## config.mk

```make
export PLATFORM = sky130hd
export DESIGN_NAME = aes_round_sequencer
export DESIGN_NICKNAME = d
export VERILOG_FILES = /design/src/rtl/aes_round_sequencer.sv
export SDC_FILE = /design/constraint.sdc
export NUM_CORES = 1
export LEC_CHECK = 0
export CAP_MARGIN = 20
export CORE_AREA = 5 5 349 351
export CTS_BUF_LIST = sky130_fd_sc_hd__clkbuf_4 sky130_fd_sc_hd__clkbuf_8
export DETAILED_ROUTE_END_ITERATION = 6
export DIE_AREA = 0 0 354 356
export GPL_ROUTABILITY_DRIVEN = 0
export SETUP_SLACK_MARGIN = 0.2
export SLEW_MARGIN = 10
export SYNTH_ARGS = -nofsm -noshare
export SYNTH_HDL_FRONTEND = slang
export SYNTH_SLANG_ARGS = --single-unit
```

## constraint.sdc

```tcl
create_clock -name clk -period 16.3 [get_ports clk]
set_clock_uncertainty 0.1 [all_clocks]
set_input_delay 4.075 -clock clk [delete_from_list [all_inputs] [get_ports clk]]
set_output_delay 4.075 -clock clk [all_outputs]
set_load 0.03 [all_outputs]
```

## src/rtl/aes_round_sequencer.sv

```systemverilog
// Iterative AES-128 round sequencer.
// Drives one shared combinational round datapath over NR rounds: performs the initial
// AddRoundKey on acceptance, then registers the datapath state/key output once per cycle
// and presents the final state as the cipher on a valid/ready output stream.
// Optional feature: define AES_ABORT_EN to add an abort input that drops the block in
// flight (ROUND or DONE) and returns to IDLE with all datapath registers cleared.
module aes_round_sequencer #(
    parameter int unsigned NR  = 10,
    parameter int unsigned RCW = 4
) (
    input  logic             clk,
    input  logic             rst,
    input  logic             in_valid,
    output logic             in_ready,
    input  logic [0:127]     plain,
    input  logic [0:127]     key,
    output logic             out_valid,
    input  logic             out_ready,
    output logic [0:127]     cipher,
    output logic             busy,
    output logic [0:127]     rnd_state,
    output logic [0:127]     rnd_key,
    output logic [RCW-1:0]   rnd_num,
    output logic             rnd_last,
    input  logic [0:127]     rnd_cipher,
    input  logic [0:127]     rnd_newkey
`ifdef AES_ABORT_EN
    ,
    input  logic             abort
`endif
);

    localparam logic [1:0] StIdle  = 2'd0;
    localparam logic [1:0] StRound = 2'd1;
    localparam logic [1:0] StDone  = 2'd2;

    localparam logic [RCW-1:0] RndFirst = RCW'(1);
    localparam logic [RCW-1:0] RndFinal = RCW'(NR);

    logic [1:0]     state_q,     state_d;
    logic [0:127]   rnd_state_q, rnd_state_d;
    logic [0:127]   rnd_key_q,   rnd_key_d;
    logic [0:127]   cipher_q,    cipher_d;
    logic [RCW-1:0] rnd_num_q,   rnd_num_d;
    logic           out_valid_q, out_valid_d;
    logic           abort_req;

`ifdef AES_ABORT_EN
    assign abort_req = abort;
`else
    assign abort_req = 1'b0;
`endif

    // Next-state logic: accept in IDLE, iterate rounds, hold the result until taken.
    always_comb begin
        state_d     = state_q;
        rnd_state_d = rnd_state_q;
        rnd_key_d   = rnd_key_q;
        cipher_d    = cipher_q;
        rnd_num_d   = rnd_num_q;
        out_valid_d = out_valid_q;

        case (state_q)
            StIdle: begin
                if (in_valid) begin
                    // Initial AddRoundKey is done here so the datapath only sees rounds 1..NR.
                    rnd_state_d = plain ^ key;
                    rnd_key_d   = key;
                    rnd_num_d   = RndFirst;
                    state_d     = StRound;
                end
            end
            StRound: begin
                rnd_state_d = rnd_cipher;
                rnd_key_d   = rnd_newkey;
                if (rnd_num_q < RndFinal) begin
                    rnd_num_d = rnd_num_q + RndFirst;
                end else begin
                    cipher_d    = rnd_cipher;
                    rnd_num_d   = '0;
                    out_valid_d = 1'b1;
                    state_d     = StDone;
                end
            end
            StDone: begin
                if (out_ready) begin
                    out_valid_d = 1'b0;
                    state_d     = StIdle;
                end
            end
            default: begin
                state_d     = StIdle;
                rnd_num_d   = '0;
                out_valid_d = 1'b0;
            end
        endcase

        // Abort wins over any handshake; the block is dropped without a trace.
        if (abort_req && (state_q != StIdle)) begin
            state_d     = StIdle;
            rnd_state_d = '0;
            rnd_key_d   = '0;
            cipher_d    = '0;
            rnd_num_d   = '0;
            out_valid_d = 1'b0;
        end
    end

    // State registers with asynchronous active-high reset.
    always_ff @(posedge clk or posedge rst) begin
        if (rst) begin
            state_q     <= StIdle;
            rnd_state_q <= '0;
            rnd_key_q   <= '0;
            cipher_q    <= '0;
            rnd_num_q   <= '0;
            out_valid_q <= 1'b0;
        end else begin
            state_q     <= state_d;
            rnd_state_q <= rnd_state_d;
            rnd_key_q   <= rnd_key_d;
            cipher_q    <= cipher_d;
            rnd_num_q   <= rnd_num_d;
            out_valid_q <= out_valid_d;
        end
    end

    // Outputs are decoded directly from registered state.
    always_comb begin
        in_ready  = (state_q == StIdle);
        busy      = (state_q != StIdle);
        out_valid = out_valid_q;
        cipher    = cipher_q;
        rnd_state = rnd_state_q;
        rnd_key   = rnd_key_q;
        rnd_num   = rnd_num_q;
        rnd_last  = (rnd_num_q == RndFinal);
    end

endmodule

```

* Word-level counts from Yosys, hierarchy flattened *
Cells that the tools add are included.

storage, ports and cells
  register bits after elaboration = 391
  input port bits = 516
  RAM bits = 0
  memories kept = 0
  bits in latches = 0
  output and inout port bits = 392
  memory bits (read-only) = 0
  word-level logic and storage cells = 40

operators by class
  $lt $le $gt $ge = 1
  divide/modulo/power cells = 0
  shifts and indexed selects = 0
  mux-type cells = 14
  equality and inequality tests = 6
  reductions and logical operators = 8
  multipliers = 0
  add/sub/neg operators = 1
  bitwise gates (word level) = 4

operators by type and width
  kind                 count
  $pmux 128 s2         2
  $mux 128             2
  $xor 128x128->128    1
  $pmux 4 s3           1
  $mux 4               2
  $mux 2               3
  $ne 2x2->1 const B   3
  $pmux 2 s3           1
  $reduce_and 2->1     3
  $reduce_and 3->1     2
  $add 4x1->4 const B  1
  $eq 4x4->1 const B   1
  $lt 4x4->1 const B   1
  $reduce_bool 2->1    2
  $not 1->1            3
  $pmux 1 s3           1
  $eq 2x1->1 const B   1
  $eq 2x2->1 const B   1
  $logic_not 2->1      1
  $mux 1               2

* Longest topological paths before layout *
  word-level depth = 3
  gate-level depth with buffers = 8
  mapped depth without buffers = 4

* Worst setup path before layout *
No wires, ideal clock.

  kind = register -> output
  start = register state_q[0]
  end = output port in_ready
  arrival = 1.577 ns
  cell stages (with the launch flop) = 7
  setup slack = 10.548 ns
  required time = 12.125 ns
  cells stage by stage = dfrtp_1 > buf_4 > inv_1 > buf_2 > buf_1 > nand2_1 > inv_1

on the way
  cells in the longest elaborated chain, start to end = 1

RTL lines
  item                      line  RTL
  start: declaration        40    logic [1:0] state_q, state_d;
  start signal: assignment  112   state_q <= StIdle;
  start signal: assignment  119   state_q <= state_d;
  $logic_not 2->1           130   in_ready = (state_q == StIdle);
  end: declaration          14    output logic in_ready,

No other way between the ends.

==> metrics.txt <==
critical path fanouts, max=87; first-pass iteration count of the detailed router=5; number of buffers added by the clock tree synthesis step=79; Via density=3.92; fraction of power consumed by the clock network=16.6%; Async S/R FF share, synth=100%; area leader, netlist=dfrtp_1; CTS H-tree lvls=3; CTS tree=yes; Data arrival, critical path=7530 ps; worst-skew pair later-pin latency=670 ps; number of standard cells after synthesis=1563; sequential fraction of the synthesis area=54.3%; largest net degree at the start of global routing=101; most numerous cell types in the synthesized netlist=dfrtp_1, nand2_1, o21ai_0; library cell contributing the largest single delay on the critical path=buf_4; ANT nets after route=0; hold depth=2; worst-case clock buffer depth=3; detail-routed net length per standard cell=23.8 um; share of total power in sequential cells=27.0%; required time of the critical path=16870 ps; switching power=3.04 mW; post-synthesis sequential element count=391; pin slew with the least headroom to its limit=1080 ps; hold path startpoint=rnd_key[54]$_DFFE_PP0P_; Most used DFF post-synth=dfrtp_1; endpoints failing setup=0; status=complete, no violations; proportion of layout cells with a drive suffix above 1=11.4%; series of cell instances along the critical path=clkdlybuf4s50_1, inv_8, buf_4, buf_4, buf_4; cell count of the worst reg-to-reg path=6; library cell used as clock root buffer=clkbuf_8; CTS clock-pin slew for the worst setup and hold paths=60 ps; post-synthesis instance area=18000 um2; global-route usage over all layers=14.7%; full die area=126000 um2; sum of negative setup slack=0 ps; critical path capture point type=asynchronous set/reset pin; kind of start point of the critical path=primary input; Syn Area/Cell=11.5 um2; number of enable-type register cells in the synthesized netlist=0; RSZ-0062 raised after global routing=false; maximum capacitance violations=0; number of global-route vias before repair=16800; Hold Buf Count CTS=0; Critical Path Most Common Cell=buf_4; Peak Freq=0.144 GHz; IR drop worst, VDD=0.114 mV; Vert. Die Dim=356 um; fin. max-slew vios=0; wire length of the first global-routing pass=132000 um; DRC violation total after the first TritonRoute iteration=892; nets in the synthesized netlist=2081; R2R Path Start=state_q[0]$_DFFE_PP0P_; GRT overflow=0; power per unit of standard cell area=222 nW/um2; initial cell density of the core=15.2%; number of antenna violations at the first check in global routing=26; overall via count from detail_route=15900; number of remaining DRC errors=0; Tightest Hold Check Type=reg2reg; layout overhead on the synthesized area=67.5%; top-count cell post-synth=dfrtp_1; switching share of power=45.4%; worst setup path startpoint=rst; Slew Limit Headroom=28.1%; count of buffers added by post-CTS timing repair for setup=0; area fraction of the dominant cell type after synthesis=54.3%; final hold slack=376 ps; count of port buffers added during placement=907; total number of nets in the final design=2976; portion of total power attributed to combinational logic=56.4%; Period Utilization, post-route=42.7%; total wire length=96800 um; leakage dissipation=12.6 nW; Critical Path Max Stage Delay=840 ps; CORE AREA=119000 um2; total clock sinks=391; clock period minus final worst setup slack=6960 ps; total power=6.70 mW; crit path kind=in2async; total number of yosys warnings=0; final hold violation count=0; top post-synthesis cells by area=dfrtp_1, mux2_4, mux2i_1; PostCTS Resize Cnt=0; Int Power=3.66 mW; top-level I/O count=908; number of core rows=127; Cell variety after synth=32; Post-DP HPWL=77400 um; Horiz. Die Dim=354 um
## kinds of logic (layout without fill, tap and decap cells)
kind of cell,Yosys count,count (layout),synth area share (%)
flip-flops,391,391,54.3
other,0,2,0
AND/OR/NAND/NOR,270,270,5.73
buffers and inverters,120,1066,4.32
multiplexers,256,256,17.2
adder cells (fa/ha/maj),2,2,0.139
AO/OA/AOI/OAI,396,396,12.1
XOR/XNOR,128,128,6.23
## area by class of cell
cell class                      count  area (um2)
Antenna cell                        2        5.00
Sequential cell                   391        9780
Fill cell                       12600       88500
Clock buffer                      115        1460
Tap cell                         1548        1940
Multi-Input combinational cell   1052        7460
Timing Repair Buffer              928        9260
Clock inverter                     17         218
Inverter                            6        35.0
## power groups by stage
stage / sequential (mW) / clock, mW / combinational, mW
after floorplan: 2.75 / 0 / 1.18
final: 1.81 / 1.11 / 3.78
after detailed placement: 1.82 / 0 / 3.83
after global routing: 1.87 / 1.20 / 3.98
after global placement: 1.80 / 0 / 3.82
after CTS: 1.81 / 1.17 / 3.84
## flip-flops by register name, indices dropped and copies added, names as in the netlist
register   flops
out_valid      1
rnd_state    128
rnd_key      128
state_q        2
rnd_num        4
cipher       128
## path summary, 6_finish.rpt
check / end / slack, ps
max: rnd_state[68]$_DFFE_PP0P_ / 9340
min: rnd_key[54]$_DFFE_PP0P_ / 380
max reg2reg: rnd_state[62]$_DFFE_PP0P_ / 12130
min reg2reg: rnd_key[54]$_DFFE_PP0P_ / 380
max in group clk: rnd_state[78]$_DFFE_PP0P_ / 9360
min in group asynchronous: rnd_state[114]$_DFFE_PP0P_ / 3820
## cells in the final DEF (no fill, tap or decap), types with 3 or more instances in the layout
| cell | n |
|---|---|
| mux2_4 | 98 |
| nand2_1 | 260 |
| inv_1 | 4 |
| dfrtp_1 | 391 |
| mux2i_1 | 128 |
| clkinv_2 | 6 |
| clkdlybuf4s50_1 | 907 |
| buf_4 | 20 |
| mux2_2 | 30 |
| o21ai_0 | 228 |
| clkbuf_8 | 96 |
| clkbuf_4 | 19 |
| clkinvlp_4 | 3 |
| bufinv_16 | 4 |
| o21ai_1 | 30 |
| xor2_1 | 128 |
| o22ai_1 | 128 |
| inv_6 | 3 |
## critical path, delay by kind of cell
family | cells | cell delay [ps]
buffers and inverters | 5 | 3240
## through the flow
| stage | utilization (%) | cell area [um2] | cells | setup slack (ps) |
|---|---|---|---|---|
| after global placement | 24.0 | 28400 | 3924 | 8480 |
| after floorplan | - | 18000 | 1563 | 1260 |
| after CTS | 25.4 | 30100 | 4056 | 9260 |
| after global routing | 25.4 | 30200 | 4058 | 8820 |
| after detailed placement | 24.0 | 28400 | 3924 | 8450 |
| final | 25.4 | 30200 | 4059 | 9340 |
## routing by layer
| metal | share of wire (%) | global-route usage [%] | vias up |
|---|---|---|---|
| li1 | - | - | 7260 |
| met1 | 43 | 18.7 | 7803 |
| met2 | 47 | 23.9 | 682 |
| met3 | 8.0 | 4.95 | 144 |
| met4 | 2.3 | 3.57 | 8 |
| met5 | 0.070 | 0 | - |
(Power assumes the default switching activity.)
